===== src/rtl/keypad_pkg.sv =====
// keypad_pkg: shared types for the keypad front-end.
//   key_code_t  - code of a single accepted key (or NONE)
//   col_state_t - which keypad column is currently driven
//   key_out_t   - bundle of the level outputs seen by the countdown controller
//   KEYMAP      - key code for every matrix position, indexed by {row, col}
//   decode_key  - maps a key code to the output bundle
package keypad_pkg;

  typedef enum logic [3:0] {
    KEY_NONE,
    KEY_D0, KEY_D1, KEY_D2, KEY_D3, KEY_D4,
    KEY_D5, KEY_D6, KEY_D7, KEY_D8, KEY_D9,
    KEY_START,
    KEY_CLEAR,
    KEY_CONFIRM,
    KEY_IGNORED
  } key_code_t;

  typedef enum logic [1:0] {
    COL0,
    COL1,
    COL2,
    COL3
  } col_state_t;

  typedef struct packed {
    logic       keydown_num;
    logic [3:0] num;
    logic       keydown_start;
    logic       keydown_clear;
    logic       keydown_confirm;
  } key_out_t;

  // Row-major: entry 4*r + c is the key at row r, column c.
  // *, # and D are real keys for multi-key detection but drive nothing.
  localparam key_code_t KEYMAP [16] = '{
    KEY_D1,      KEY_D2, KEY_D3,      KEY_START,
    KEY_D4,      KEY_D5, KEY_D6,      KEY_CLEAR,
    KEY_D7,      KEY_D8, KEY_D9,      KEY_CONFIRM,
    KEY_IGNORED, KEY_D0, KEY_IGNORED, KEY_IGNORED
  };

  // At most one field is ever set, so the outputs are exclusive by construction.
  function automatic key_out_t decode_key(input key_code_t code);
    key_out_t o;
    o = '0;
    if (code >= KEY_D0 && code <= KEY_D9) begin
      o.keydown_num = 1'b1;
      o.num         = 4'(code) - 4'(KEY_D0);
    end else begin
      case (code)
        KEY_START:   o.keydown_start   = 1'b1;
        KEY_CLEAR:   o.keydown_clear   = 1'b1;
        KEY_CONFIRM: o.keydown_confirm = 1'b1;
        default:     o = '0;
      endcase
    end
    return o;
  endfunction

endpackage


===== src/rtl/keypad_scan_if.sv =====
// keypad_scan_if: keypad matrix pins plus the decoded key levels.
//   row   - keypad rows, active-low, driven by the keypad side
//   col   - column drive, active-low one-hot, driven by the scanner
//   keydown_num / num / keydown_start / keydown_clear / keydown_confirm
//         - accepted-key levels, driven by the scanner
// master: the scanner (keypad_scan).  slave: keypad and controller side.
interface keypad_scan_if;
  logic [3:0] row;
  logic [3:0] col;
  logic       keydown_num;
  logic [3:0] num;
  logic       keydown_start;
  logic       keydown_clear;
  logic       keydown_confirm;

  modport master (
    input  row,
    output col, keydown_num, num, keydown_start, keydown_clear, keydown_confirm
  );

  modport slave (
    output row,
    input  col, keydown_num, num, keydown_start, keydown_clear, keydown_confirm
  );
endinterface


===== src/rtl/keypad_debounce.sv =====
// keypad_debounce: turns per-scan results into a stable accepted key.
//   clk, rst     - clock, synchronous active-high reset
//   scan_done    - one-cycle strobe, scan_result valid in that cycle
//   scan_result  - key code seen in the scan just completed (NONE if 0 or >1 keys)
//   acc          - currently accepted key code
// A result must repeat for DEBOUNCE consecutive scans before it is accepted.
// A direct key-to-key change passes through NONE for one scan so the
// downstream edge detector always sees a fresh rising edge.
module keypad_debounce
  import keypad_pkg::*;
#(
  parameter int DEBOUNCE = 8
) (
  input  logic      clk,
  input  logic      rst,
  input  logic      scan_done,
  input  key_code_t scan_result,
  output key_code_t acc
);

  localparam int              CNT_W   = $clog2(DEBOUNCE + 1);
  localparam logic [CNT_W-1:0] CNT_MAX = CNT_W'(DEBOUNCE);

  key_code_t        cand_reg, cand_next;
  key_code_t        acc_reg,  acc_next;
  logic [CNT_W-1:0] cnt_reg,  cnt_next;

  always_comb begin
    cand_next = cand_reg;
    cnt_next  = cnt_reg;
    acc_next  = acc_reg;
    if (scan_done) begin
      if (scan_result == cand_reg) begin
        if (cnt_reg != CNT_MAX) begin
          cnt_next = cnt_reg + 1'b1;
        end
      end else begin
        cand_next = scan_result;
        cnt_next  = CNT_W'(1);
      end
      // Decision uses the count including this scan, so a result seen in
      // DEBOUNCE consecutive scans is accepted at the last of them.
      if (cnt_next == CNT_MAX && cand_next != acc_reg) begin
        if (acc_reg == KEY_NONE || cand_next == KEY_NONE) begin
          acc_next = cand_next;
        end else begin
          // Key-to-key: release first; the still-stable candidate is taken
          // at the next scan end.
          acc_next = KEY_NONE;
        end
      end
    end
  end

  always_ff @(posedge clk) begin
    if (rst) begin
      cand_reg <= KEY_NONE;
      cnt_reg  <= '0;
      acc_reg  <= KEY_NONE;
    end else begin
      cand_reg <= cand_next;
      cnt_reg  <= cnt_next;
      acc_reg  <= acc_next;
    end
  end

  assign acc = acc_reg;

endmodule


===== src/rtl/keypad_scan.sv =====
// keypad_scan: 4x4 active-low matrix keypad scanner for the countdown controller.
//   clk, rst - clock, synchronous active-high reset
//   kif      - keypad_scan_if.master: row in, col out, accepted-key levels out
// Parameters:
//   SCAN_DIV - cycles each column is driven (>= 4)
//   DEBOUNCE - identical consecutive scans needed to accept a result (>= 1)
// Rows are synchronised, sampled at the end of each column dwell, and the
// presses of one full scan are reduced to a single key code (NONE when zero
// or several keys are down). The debouncer picks the accepted key and the
// outputs are registered from it.
module keypad_scan
  import keypad_pkg::*;
#(
  parameter int SCAN_DIV = 50000,
  parameter int DEBOUNCE = 8
) (
  input  logic          clk,
  input  logic          rst,
  keypad_scan_if.master kif
);

  localparam int               DIV_W    = $clog2(SCAN_DIV);
  localparam logic [DIV_W-1:0] DIV_LAST = DIV_W'(SCAN_DIV - 1);

  // ---------------------------------------------------------------- row sync
  logic [3:0] row_meta_reg;
  logic [3:0] row_sync_reg;

  always_ff @(posedge clk) begin
    if (rst) begin
      row_meta_reg <= 4'b1111;
      row_sync_reg <= 4'b1111;
    end else begin
      row_meta_reg <= kif.row;
      row_sync_reg <= row_meta_reg;
    end
  end

  // ------------------------------------------------- divider / column FSM
  col_state_t       state_reg;
  logic [DIV_W-1:0] div_reg;
  logic [3:0]       col_reg;
  logic             sample_en;
  logic             scan_done;
  logic [1:0]       col_idx;

  // Sampling on the last dwell cycle leaves at least SCAN_DIV-1 >= 3 cycles
  // after the column change for the synchroniser to settle.
  assign sample_en = (div_reg == DIV_LAST);
  assign scan_done = sample_en && (state_reg == COL3);
  assign col_idx   = state_reg;

  always_ff @(posedge clk) begin
    if (rst) begin
      state_reg <= COL0;
      div_reg   <= '0;
      col_reg   <= 4'b1110;
    end else if (sample_en) begin
      div_reg <= '0;
      case (state_reg)
        COL0: begin
          state_reg <= COL1;
          col_reg   <= 4'b1101;
        end
        COL1: begin
          state_reg <= COL2;
          col_reg   <= 4'b1011;
        end
        COL2: begin
          state_reg <= COL3;
          col_reg   <= 4'b0111;
        end
        default: begin
          state_reg <= COL0;
          col_reg   <= 4'b1110;
        end
      endcase
    end else begin
      div_reg <= div_reg + 1'b1;
    end
  end

  // ------------------------------------------------ per-scan accumulation
  key_code_t  row_code [4];
  logic [3:0] row_hit;

  for (genvar gi = 0; gi < 4; gi++) begin : g_row
    assign row_hit[gi]  = ~row_sync_reg[gi];
    assign row_code[gi] = KEYMAP[{2'(gi), col_idx}];
  end

  logic [1:0] hit_cnt_reg,  hit_cnt_next;   // saturates at 2 = "many"
  key_code_t  hit_code_reg, hit_code_next;
  logic [2:0] col_cnt;
  logic [2:0] hit_total;
  key_code_t  col_code;
  key_code_t  scan_result;

  always_comb begin
    col_cnt  = '0;
    col_code = KEY_NONE;
    for (int r = 0; r < 4; r++) begin
      if (row_hit[r]) begin
        col_cnt  = col_cnt + 3'd1;
        col_code = row_code[r];
      end
    end
    hit_total     = {1'b0, hit_cnt_reg} + col_cnt;
    hit_cnt_next  = (hit_total >= 3'd2) ? 2'd2 : hit_total[1:0];
    // The code only matters when exactly one key was seen in the whole scan.
    hit_code_next = (col_cnt != 3'd0) ? col_code : hit_code_reg;
    scan_result   = (hit_cnt_next == 2'd1) ? hit_code_next : KEY_NONE;
  end

  always_ff @(posedge clk) begin
    if (rst) begin
      hit_cnt_reg  <= '0;
      hit_code_reg <= KEY_NONE;
    end else if (sample_en) begin
      if (scan_done) begin
        hit_cnt_reg  <= '0;
        hit_code_reg <= KEY_NONE;
      end else begin
        hit_cnt_reg  <= hit_cnt_next;
        hit_code_reg <= hit_code_next;
      end
    end
  end

  // ------------------------------------------------------------- debounce
  key_code_t acc;

  keypad_debounce #(
    .DEBOUNCE (DEBOUNCE)
  ) u_debounce (
    .clk         (clk),
    .rst         (rst),
    .scan_done   (scan_done),
    .scan_result (scan_result),
    .acc         (acc)
  );

  // ------------------------------------------------------- output register
  key_out_t out_reg;

  always_ff @(posedge clk) begin
    if (rst) begin
      out_reg <= '0;
    end else begin
      out_reg <= decode_key(acc);
    end
  end

  assign kif.col             = col_reg;
  assign kif.keydown_num     = out_reg.keydown_num;
  assign kif.num             = out_reg.num;
  assign kif.keydown_start   = out_reg.keydown_start;
  assign kif.keydown_clear   = out_reg.keydown_clear;
  assign kif.keydown_confirm = out_reg.keydown_confirm;

endmodule


===== src/flat_wrapper.sv =====
// flat-port wrapper written by rule: the top's interface ports become plain ports
module keypad_scan_flat import keypad_pkg::*;
#(
  parameter int SCAN_DIV = 50000,
  parameter int DEBOUNCE = 8
)
  (clk, rst, kif_row, kif_col, kif_keydown_num, kif_num, kif_keydown_start, kif_keydown_clear, kif_keydown_confirm);
  keypad_scan_if kif_i ();
  input  logic clk;
  input  logic rst;
  input wire logic [$bits(kif_i.row)-1:0] kif_row;
  output wire logic [$bits(kif_i.col)-1:0] kif_col;
  output wire logic [$bits(kif_i.keydown_num)-1:0] kif_keydown_num;
  output wire logic [$bits(kif_i.num)-1:0] kif_num;
  output wire logic [$bits(kif_i.keydown_start)-1:0] kif_keydown_start;
  output wire logic [$bits(kif_i.keydown_clear)-1:0] kif_keydown_clear;
  output wire logic [$bits(kif_i.keydown_confirm)-1:0] kif_keydown_confirm;
  assign kif_i.row = kif_row;
  assign kif_col = kif_i.col;
  assign kif_keydown_num = kif_i.keydown_num;
  assign kif_num = kif_i.num;
  assign kif_keydown_start = kif_i.keydown_start;
  assign kif_keydown_clear = kif_i.keydown_clear;
  assign kif_keydown_confirm = kif_i.keydown_confirm;
  keypad_scan #(.SCAN_DIV(SCAN_DIV), .DEBOUNCE(DEBOUNCE)) u_core (.clk(clk), .rst(rst), .kif(kif_i));
endmodule

===== config.mk =====
export PLATFORM = sky130hd
export DESIGN_NAME = keypad_scan_flat
export DESIGN_NICKNAME = d
export VERILOG_FILES = /design/src/rtl/keypad_pkg.sv /design/src/rtl/keypad_scan_if.sv /design/src/rtl/keypad_debounce.sv /design/src/rtl/keypad_scan.sv /design/src/flat_wrapper.sv
export SDC_FILE = /design/constraint.sdc
export NUM_CORES = 1
export LEC_CHECK = 0
export CELL_PAD_IN_SITES_DETAIL_PLACEMENT = 0
export CELL_PAD_IN_SITES_GLOBAL_PLACEMENT = 2
export CORE_MARGIN = 5
export CORE_UTILIZATION = 40
export DETAILED_ROUTE_END_ITERATION = 12
export GPL_ROUTABILITY_DRIVEN = 0
export PLACE_DENSITY_LB_ADDON = 0.1
export SLEW_MARGIN = 5
export SYNTH_ARGS = -nofsm -noshare
export SYNTH_HDL_FRONTEND = slang
export SYNTH_SLANG_ARGS = --single-unit

===== constraint.sdc =====
create_clock -name clk -period 6.4 [get_ports clk]
set_input_delay 1.28 -clock clk [delete_from_list [all_inputs] [get_ports clk]]
set_output_delay 1.28 -clock clk [all_outputs]
set_load 0.005 [all_outputs]

==> results of run 1 <==
logic make-up (layout without fill, tap and decap cells):
group | Yosys count | after routing | share of synthesized area, %
simple gates | 160 | 160 | 27.4
compound gates | 59 | 59 | 14.6
flops | 56 | 56 | 36.2
buf+inv | 31 | 43 | 4.57
fa+ha+maj | 20 | 20 | 8.33
xor+xnor | 20 | 20 | 5.91
mux | 8 | 8 | 2.95
where the power goes:
| part | total [uW] | switching (uW) | internal, uW |
|---|---|---|---|
| sequential | 358 | 4.59 | 353 |
| clock | 203 | 123 | 80.1 |
| combinational | 65.7 | 38.5 | 27.2 |
routing by layer:
metal	routed length, microns	track usage, %	share of wire, %	vias to the layer above
li1	-	-	-	1252
met1	3160	18.0	50	1121
met2	2870	22.3	46	26
met3	174	2.86	2.8	8
met4	105	4.26	1.7	0
met5	0	0	0	-
placed cells by master (no fill, tap or decap), types with 10 or more instances in the layout:
cell type | netlist | routed
a21oi_1 | 10 | 10
clkdlybuf4s50_1 | 0 | 17
dfxtp_1 | 56 | 56
ha_1 | 19 | 19
inv_1 | 16 | 16
nand2_1 | 18 | 18
nand2b_1 | 13 | 13
nand3_1 | 11 | 11
nor2_1 | 51 | 51
or2_2 | 11 | 11
xnor2_1 | 10 | 10
worst max-delay path: cells and delay by family, from the launching register on:
kind                     cells  cell delay [ns]
AO/OA/AOI/OAI                2             0.48
XOR/XNOR                     2             0.51
adder cells (fa/ha/maj)      3             1.09
buffers and inverters        2             0.18
flip-flops                   1             0.40
multiplexers                 2             1.06
AND/OR/NAND/NOR              4             0.92
worst max path at each step:
stage	slack [ns]	to	start
3_5_place_dp	1.65	u_core.u_debounce.acc[3]	u_core.row_sync_reg[1]
6_report	1.66	u_core.u_debounce.acc[3]	u_core.row_sync_reg[1]
2_1_floorplan	2.40	u_core.u_debounce.acc[3]	u_core.row_sync_reg[1]
4_1_cts	1.62	u_core.u_debounce.acc[3]	u_core.row_sync_reg[1]
3_3_place_gp	1.87	u_core.u_debounce.acc[3]	u_core.row_sync_reg[1]
5_1_grt	1.31	u_core.u_debounce.acc[3]	u_core.row_sync_reg[1]
metrics by stage:
stage	cell area (sq um)	cells	util [%]	setup WS (ns)	hold WS, ns
after CTS	3420	468	44.7	1.62	0.417
final	3420	468	44.7	1.66	0.416
after global placement	3320	460	43.4	1.87	0.390
after detailed placement	3320	460	43.4	1.65	0.392
after floorplan	3090	354	-	2.40	0.389
after global routing	3420	468	44.7	1.31	0.433
cell type report:
| type | count | area [sq um] |
|---|---|---|
| Clock buffer | 5 | 68.8 |
| Timing Repair Buffer | 18 | 178 |
| Clock inverter | 3 | 26.3 |
| Inverter | 17 | 63.8 |
| Sequential cell | 56 | 1120 |
| Fill cell | 803 | 4230 |
| Tap cell | 102 | 128 |
| Multi-Input combinational cell | 267 | 1830 |
==> flow_metrics.env, run 1 <==
export IMPL_largest_register_ffs=16
export IMPL_drc_errors=0
export IMPL_crit_arrival_ns=4.96
export IMPL_fp_dieW_microns=97.9
export IMPL_grt_overflow_total=0
export IMPL_dieHeight_microns=97.9
export IMPL_max_freq_ghz=0.211
export IMPL_grt_pass1_wl_mm=10.9
export IMPL_final_antenna_net_count=0
export IMPL_slowest_delay_ns=0.74
export IMPL_tightest_slew_ns=0.991
export IMPL_async_flop_share_pct=0
export IMPL_postSynthAreaPerCell_sq_um=8.74
export IMPL_cts_root_buf="clkbuf_8"
export IMPL_clk_latency_ns=0.32
export IMPL_cts_sinks=56
export IMPL_r2r_start="u_core.row_sync_reg[1]"
export IMPL_finalHoldViolations=0
export IMPL_post_cts_buffers=0
export IMPL_crit_path_frequent_cell="ha_1"
export IMPL_critical_path_max_fanout=11
export IMPL_worstHoldEndpoint="u_core.row_sync_reg[3]"
export IMPL_hold_depth=1
export IMPL_r2r_setup_slack_ns=1.66
export IMPL_ir_drop_v=0.0000842
export IMPL_synth_seq_cells=56
export IMPL_grt_pass1_vias=2307
export IMPL_syn_inst=354
export IMPL_hp_start="u_core.row_meta_reg[3]"
export IMPL_crit_type="reg2reg"
export IMPL_cts_tree="yes"
export IMPL_wirelength_mm=6.31
export IMPL_wire_per_inst_microns=13.5
export IMPL_hold_path_class="reg2reg"
export IMPL_relSlewSlack_pct=33.8
export IMPL_startpoint_type="flip-flop"
export IMPL_path_cells="inv_1, ha_1, xnor2_1, ha_1, nor2b_1, a31oi_4, inv_2, fa_1, xnor2_2, mux2i_1, nand2_1, nor4bb_1, a211o_1, and3b_1, mux2_4"
export IMPL_required_ns=6.61
export IMPL_syn_area_sq_um=3090
export IMPL_post_route_cells_drive_above_1_share_pct=9.29
export IMPL_fp_dieArea_sq_um=9590
export IMPL_port_buffers=17
export IMPL_syn_nets=380
export IMPL_ys_flop_type="dfxtp_1"
export IMPL_synth_area_leader_cell="dfxtp_1"
export IMPL_clk_path_buf_depth=2
export IMPL_grtUsageTotal_pct=13.6
export IMPL_synth_most_common_cell="dfxtp_1"
export IMPL_fin_nets=391
export IMPL_synth_commonest_cells="dfxtp_1 (56), nor2_1 (51), ha_1 (19), nand2_1 (18), inv_1 (16)"
export IMPL_period_share_pct=74.1
export IMPL_ctsHtreeMaxLevel=2
export IMPL_leakagePower_uw=0.00136
export IMPL_rsz0062_at_grt="no"
export IMPL_vias=2407
export IMPL_p_per_area_nw_per_um2=183
export IMPL_ys_warn_count=0
export IMPL_core_sq_um=7650
export IMPL_ys_seq_area_share_pct=36.2
export IMPL_fin_crit_ns=4.74
export IMPL_yosys_top_cells_area="dfxtp_1 (36%), ha_1 (7.7%), nor2_1 (6.2%)"
export IMPL_status="finished, final reports clean"
export IMPL_dp_hpwl_mm=4.64
export IMPL_synth_edf_count=0
export IMPL_tns_ns=0
export IMPL_io_pins=18
export IMPL_initialDrtViolationCount=72
export IMPL_critPathSlowestCell="mux2i_1"
export IMPL_synth_cell_types=61
export IMPL_cts_resized=0
export IMPL_rr_endpoint="u_core.u_debounce.acc[3]"
export IMPL_start_util_pct=40.4
export IMPL_yosys_area_top_type_share_pct=36.2
export IMPL_grt_max_degree=37
export IMPL_finClkSkew_ns=0.0104
export IMPL_worst_r2r_cell_count=15
export IMPL_vias_per_cell=5.14
export IMPL_power_total_uw=626
export IMPL_crit_path_end_kind="flip-flop"
export IMPL_cts_clk_slew_worst_paths_ns=0.10
export IMPL_ctsHoldBuffers=0
export IMPL_setup_viol=0
export IMPL_antenna_found_initial=0
export IMPL_antenna_cells=0
export IMPL_rows=32
export IMPL_dr_pass1_iters=4
export IMPL_maxCapViolCount=0
export IMPL_syn2layout_area_growth_pct=10.4
export IMPL_cts_made_buffers=5
export IMPL_slew_viol_final=0
No activity file was read; power rests on OpenSTA's default activity.
==> inputs of run 2 (changes only) <==
CORE_UTILIZATION = 37   (was 40)
clock period = 4.4 ns   (was 6.4 ns; I/O delays follow)
==> run 2 against run 1 <==
Net effect:
- sequential cell count unchanged
- final area up 1.2%
- via count down 0.42%
- die area up 7.3%
- global-route usage down 0.062 points
- critical path depth up 2
- first-iteration DRC count up 29%
- combinational power up 52%
- critical endpoint unchanged
- largest power group unchanged
- highest routed layer unchanged
==> flow_metrics.env, run 2 (same netlist as run 1, synthesis figures left out) <==
export IMPL_status="finished, final reports clean"
export IMPL_cts_resized=0
export IMPL_power_switching_uw=239
export IMPL_start_util_pct=37.8
export IMPL_post_cts_buffers=0
export IMPL_crit_path_end_kind="flip-flop"
export IMPL_largest_register_ffs=16
export IMPL_fp_dieW_microns=101
export IMPL_core_sq_um=8180
export IMPL_fin_nets=394
export IMPL_grt_pass1_wl_mm=11.3
export IMPL_cts_clk_slew_worst_paths_ns=0.10
export IMPL_layout_common_cells="dfxtp_1 (55), nor2_1 (51), ha_1 (19)"
export IMPL_slew_viol_final=0
export IMPL_grt_max_degree=27
export IMPL_slowest_delay_ns=0.46
export IMPL_crit_path_frequent_cell="ha_1"
export IMPL_r2r_start="u_core.row_sync_reg[0]"
export IMPL_antenna_found_initial=0
export IMPL_ctsHoldBuffers=0
export IMPL_finClkSkew_ns=0.00816
export IMPL_fin_crit_ns=4.14
export IMPL_antenna_cells=0
export IMPL_cts_root_buf="clkbuf_8"
export IMPL_wirelength_mm=6.42
export IMPL_fp_dieArea_sq_um=10300
export IMPL_grt_overflow_total=0
export IMPL_tns_ns=0
export IMPL_fill_cells=843
export IMPL_final_common_cell="dfxtp_1"
export IMPL_setup_viol=0
export IMPL_cts_made_buffers=5
export IMPL_crit_family="adder cells"
export IMPL_dr_pass1_iters=4
export IMPL_clk_latency_ns=0.31
export IMPL_leakagePower_uw=0.00137
export IMPL_vias_per_cell=5.06
export IMPL_grt_pass1_vias=2268
export IMPL_internal_power_uw=670
export IMPL_critPathSlowestCell="fa_1"
export IMPL_critical_path_max_fanout=11
export IMPL_relSlewSlack_pct=59.2
export IMPL_post_route_cells_drive_above_1_share_pct=11.1
export IMPL_crit_arrival_ns=4.35
export IMPL_port_buffers=17
export IMPL_dieHeight_microns=101
export IMPL_vias=2397
export IMPL_io_pins=18
export IMPL_swShare_pct=26.3
export IMPL_drc_errors=0
export IMPL_ir_drop_v=0.000150
export IMPL_max_freq_ghz=0.241
export IMPL_clk_path_buf_depth=2
export IMPL_power_total_uw=909
export IMPL_seqPwrFrac_pct=57.3
export IMPL_syn2layout_area_growth_pct=11.7
export IMPL_crit_type="reg2reg"
export IMPL_final_antenna_net_count=0
export IMPL_initialDrtViolationCount=93
export IMPL_crit_buf_inv=3
export IMPL_maxCapViolCount=0
export IMPL_path_cells="inv_1, ha_1, or2b_1, and2_1, ha_1, nor2b_1, a31oi_4, inv_2, fa_1, xnor2_2, mux2i_1, buf_4, o22a_1, o211a_1, o31ai_1, and3b_2, mux2_4"
export IMPL_cts_sinks=56
export IMPL_period_share_pct=94.2
export IMPL_hp_start="u_core.row_meta_reg[3]"
export IMPL_dp_hpwl_mm=4.77
export IMPL_crit_path_start="u_core.row_sync_reg[0]"
export IMPL_required_ns=4.61
export IMPL_startpoint_type="flip-flop"
export IMPL_finalHoldViolations=0
export IMPL_ctsHtreeMaxLevel=2
export IMPL_tightest_slew_ns=0.612
export IMPL_hold_path_class="reg2reg"
export IMPL_rows=33
export IMPL_grtUsageTotal_pct=13.6
export IMPL_wire_per_inst_microns=13.5
export IMPL_p_per_area_nw_per_um2=263
export IMPL_pwr_share_clk_pct=31.8
export IMPL_cts_tree="yes"
export IMPL_rsz0062_at_grt="no"
export IMPL_power_frac_comb_pct=11.0
## run 2: path summary, 6_finish.rpt
path                                                  to  slack (ns)  cells after the start
worst max-delay path            u_core.u_debounce.acc[3]        0.26                     17
worst min-delay path              u_core.row_sync_reg[3]        0.42                      1
worst max register to register  u_core.u_debounce.acc[3]        0.26                     17
worst min register to register    u_core.row_sync_reg[3]        0.42                      1
## run 2: cell type report
type | instances | area, sq um | area share, %
clock buffers | 5 | 68.8 | 1.99
clock inverters | 3 | 23.8 | 0.688
inverters | 17 | 63.8 | 1.85
multi-input cells | 267 | 1850 | 53.4
flip-flops and latches | 56 | 1120 | 32.5
well taps | 105 | 131 | 3.80
repair buffers | 21 | 200 | 5.79
## run 2: metal layers
| metal | routed length, microns | GRT usage [%] | share of wire, % |
|---|---|---|---|
| met5 | 0 | 0 | 0 |
| met4 | 78 | 3.99 | 1.2 |
| met3 | 137 | 2.34 | 2.1 |
| met2 | 2800 | 21.5 | 44 |
| met1 | 3400 | 18.9 | 53 |
## run 2: power groups by stage
stage	clock (uW)	combinational (uW)	sequential [uW]
finish	289	99.6	521
global route	325	112	523
CTS	303	99.3	521
detailed placement	0	98.4	532
global placement	0	99.8	532
floorplan	0	77.2	529
## run 2: per-stage QoR
stage	instances	hold WS, ns	cell area (sq um)	util (%)	setup slack [ns]
after floorplan	354	0.389	3090	-	0.397
after global placement	466	0.392	3350	40.9	0.318
after detailed placement	466	0.392	3350	40.9	0.185
after CTS	474	0.416	3440	42.1	0.171
after global routing	474	0.430	3460	42.3	0.00555
final	474	0.415	3460	42.3	0.257
==> inputs of run 3 (changes only) <==
--- a/config.mk
+++ b/config.mk
@@ -8,5 +8,5 @@
 export CELL_PAD_IN_SITES_DETAIL_PLACEMENT = 0
 export CELL_PAD_IN_SITES_GLOBAL_PLACEMENT = 2
-export CORE_MARGIN = 5
+export CORE_MARGIN = 4
 export CORE_UTILIZATION = 37
 export DETAILED_ROUTE_END_ITERATION = 12
==> constraint.sdc (replaced) <==
create_clock -name clk -period 4.4 [get_ports clk]
set_input_delay 0.44 -clock clk [delete_from_list [all_inputs] [get_ports clk]]
set_output_delay 0.44 -clock clk [all_outputs]
set_load 0.005 [all_outputs]
==> run 3 against run 2 <==
Net effect:
- final area rose by 0.72%
- die area decreased by 3.9%
- combinational power barely moved
- worst setup slack better by 0.0029 ns
- hold slack gained 0.0016 ns
- sequential cell count stayed put
==> flow_metrics.env, run 3 (same netlist as run 1, synthesis figures left out) <==
export IMPL_ctsHoldBuffers=0
export IMPL_clk_latency_ns=0.31
export IMPL_port_buffers=17
export IMPL_crit_path_end_kind="flip-flop"
export IMPL_final_common_cell="dfxtp_1"
export IMPL_cts_sinks=56
export IMPL_ir_drop_v=0.000128
export IMPL_wire_per_inst_microns=13.4
export IMPL_slowest_delay_ns=0.46
export IMPL_leakagePower_uw=0.00139
export IMPL_post_route_cells_drive_above_1_share_pct=11.4
export IMPL_crit_family="simple AND/OR/NAND/NOR gates"
export IMPL_io_pins=18
export IMPL_rows=33
export IMPL_drc_errors=0
export IMPL_dr_pass1_iters=4
export IMPL_grtUsageTotal_pct=13.7
export IMPL_required_ns=4.61
export IMPL_relSlewSlack_pct=62.2
export IMPL_finalHoldViolations=0
export IMPL_grt_pass1_vias=2263
export IMPL_syn2layout_area_growth_pct=12.5
export IMPL_status="finished, final reports clean"
export IMPL_final_antenna_net_count=0
export IMPL_path_cells="inv_1, ha_1, or2b_1, and2_1, ha_1, nor2b_1, a31oi_4, inv_2, fa_1, xnor2_2, mux2i_1, buf_4, nand2_1, nor4bb_2, a211o_1, and3b_2, mux2_4"
export IMPL_antenna_found_initial=0
export IMPL_ctsHtreeMaxLevel=2
export IMPL_period_share_pct=94.1
export IMPL_slew_viol_final=0
export IMPL_crit_path_frequent_cell="ha_1"
export IMPL_grt_max_degree=28
export IMPL_grt_overflow_total=0
export IMPL_vias_per_cell=5.07
export IMPL_dieHeight_microns=99.4
export IMPL_crit_arrival_ns=4.35
export IMPL_power_total_uw=965
export IMPL_regArea_sq_um=1120
export IMPL_rsz0062_at_grt="no"
export IMPL_post_cts_buffers=0
export IMPL_wirelength_mm=6.35
export IMPL_cts_root_buf="clkbuf_8"
export IMPL_grt_pass1_wl_mm=11.1
export IMPL_layout_common_cells="dfxtp_1 (54), nor2_1 (51), ha_1 (19)"
export IMPL_hold_path_class="reg2reg"
export IMPL_final_cells=474
export IMPL_cts_tree="yes"
export IMPL_placed_area_sq_um=3350
export IMPL_critPathSlowestCell="fa_1"
export IMPL_crit_buf_inv=3
export IMPL_crit_type="reg2reg"
export IMPL_vias=2401
export IMPL_largest_register_ffs=16
export IMPL_startpoint_type="flip-flop"
export IMPL_multi_input_area_sq_um=1850
export IMPL_maxCapViolCount=0
export IMPL_p_per_area_nw_per_um2=277
export IMPL_start_util_pct=37.8
export IMPL_finClkSkew_ns=0.00787
export IMPL_initialDrtViolationCount=82
export IMPL_cts_resized=0
export IMPL_fp_dieArea_sq_um=9890
export IMPL_clk_path_buf_depth=2
export IMPL_tns_ns=0
export IMPL_core_sq_um=8180
export IMPL_max_freq_ghz=0.242
export IMPL_tightest_slew_ns=0.561
export IMPL_final_area_sq_um=3480
export IMPL_fp_dieW_microns=99.4
export IMPL_dp_cells=466
export IMPL_cts_clk_slew_worst_paths_ns=0.10
export IMPL_antenna_cells=0
export IMPL_cts_made_buffers=5
export IMPL_setup_viol=0
export IMPL_fin_util_pct=42.6
export IMPL_fin_crit_ns=4.14
export IMPL_fill_cells=841
export IMPL_dp_hpwl_mm=4.73
export IMPL_critical_path_max_fanout=11
export IMPL_fin_nets=394
[run 3: cell count changes in the layout (fill, tap and decap cells not counted)]
cell and delta:
dfxtp_2 +1, dfxtp_1 -1, clkinvlp_4 -2, clkinv_4 +1, bufinv_16 +1
[run 3: per-layer routing]
| metal | routed length (microns) | part of all wire [%] | GRT usage (%) | vias up |
|---|---|---|---|---|
| li1 | - | - | - | 1258 |
| met1 | 3230 | 51 | 18.8 | 1107 |
| met2 | 2850 | 45 | 22.2 | 31 |
| met3 | 195 | 3.1 | 2.45 | 5 |
| met4 | 73 | 1.1 | 3.78 | 0 |
| met5 | 0 | 0 | 0 | - |
[run 3: layout make-up]
class / instances / area share [%]
flip-flops and latches: 56 / 32.3
repair buffers: 21 / 5.75
well taps: 105 / 3.77
inverters: 17 / 1.83
clock buffers: 5 / 1.98
clock inverters: 3 / 1.37
multi-input cells: 267 / 53.0
[run 3: path summary, 6_finish.rpt]
path	end	slack [ns]	cells past startpoint	startpoint
hold / removal	u_core.row_sync_reg[2]	0.42	1	u_core.row_meta_reg[2]
setup reg to reg	u_core.u_debounce.acc[3]	0.26	17	u_core.row_sync_reg[1]
hold reg to reg	u_core.row_sync_reg[2]	0.42	1	u_core.row_meta_reg[2]
setup / recovery	u_core.u_debounce.acc[3]	0.26	17	u_core.row_sync_reg[1]
[run 3: through the flow]
stage | setup slack (ns) | hold WS, ns
detailed placement | 0.133 | 0.392
CTS | 0.115 | 0.416
floorplan | 0.397 | 0.389
global placement | 0.315 | 0.392
finish | 0.260 | 0.417
global route | 0.0207 | 0.436
[run 3: power by group]
| part | switching [uW] | leakage [uW] | internal (uW) |
|---|---|---|---|
| Sequential | 6.84 | 0.000453 | 514 |
| Combinational | 56.8 | 0.000876 | 42.9 |
| Clock | 173 | 0.0000583 | 172 |
| Total | 237 | 0.00139 | 728 |
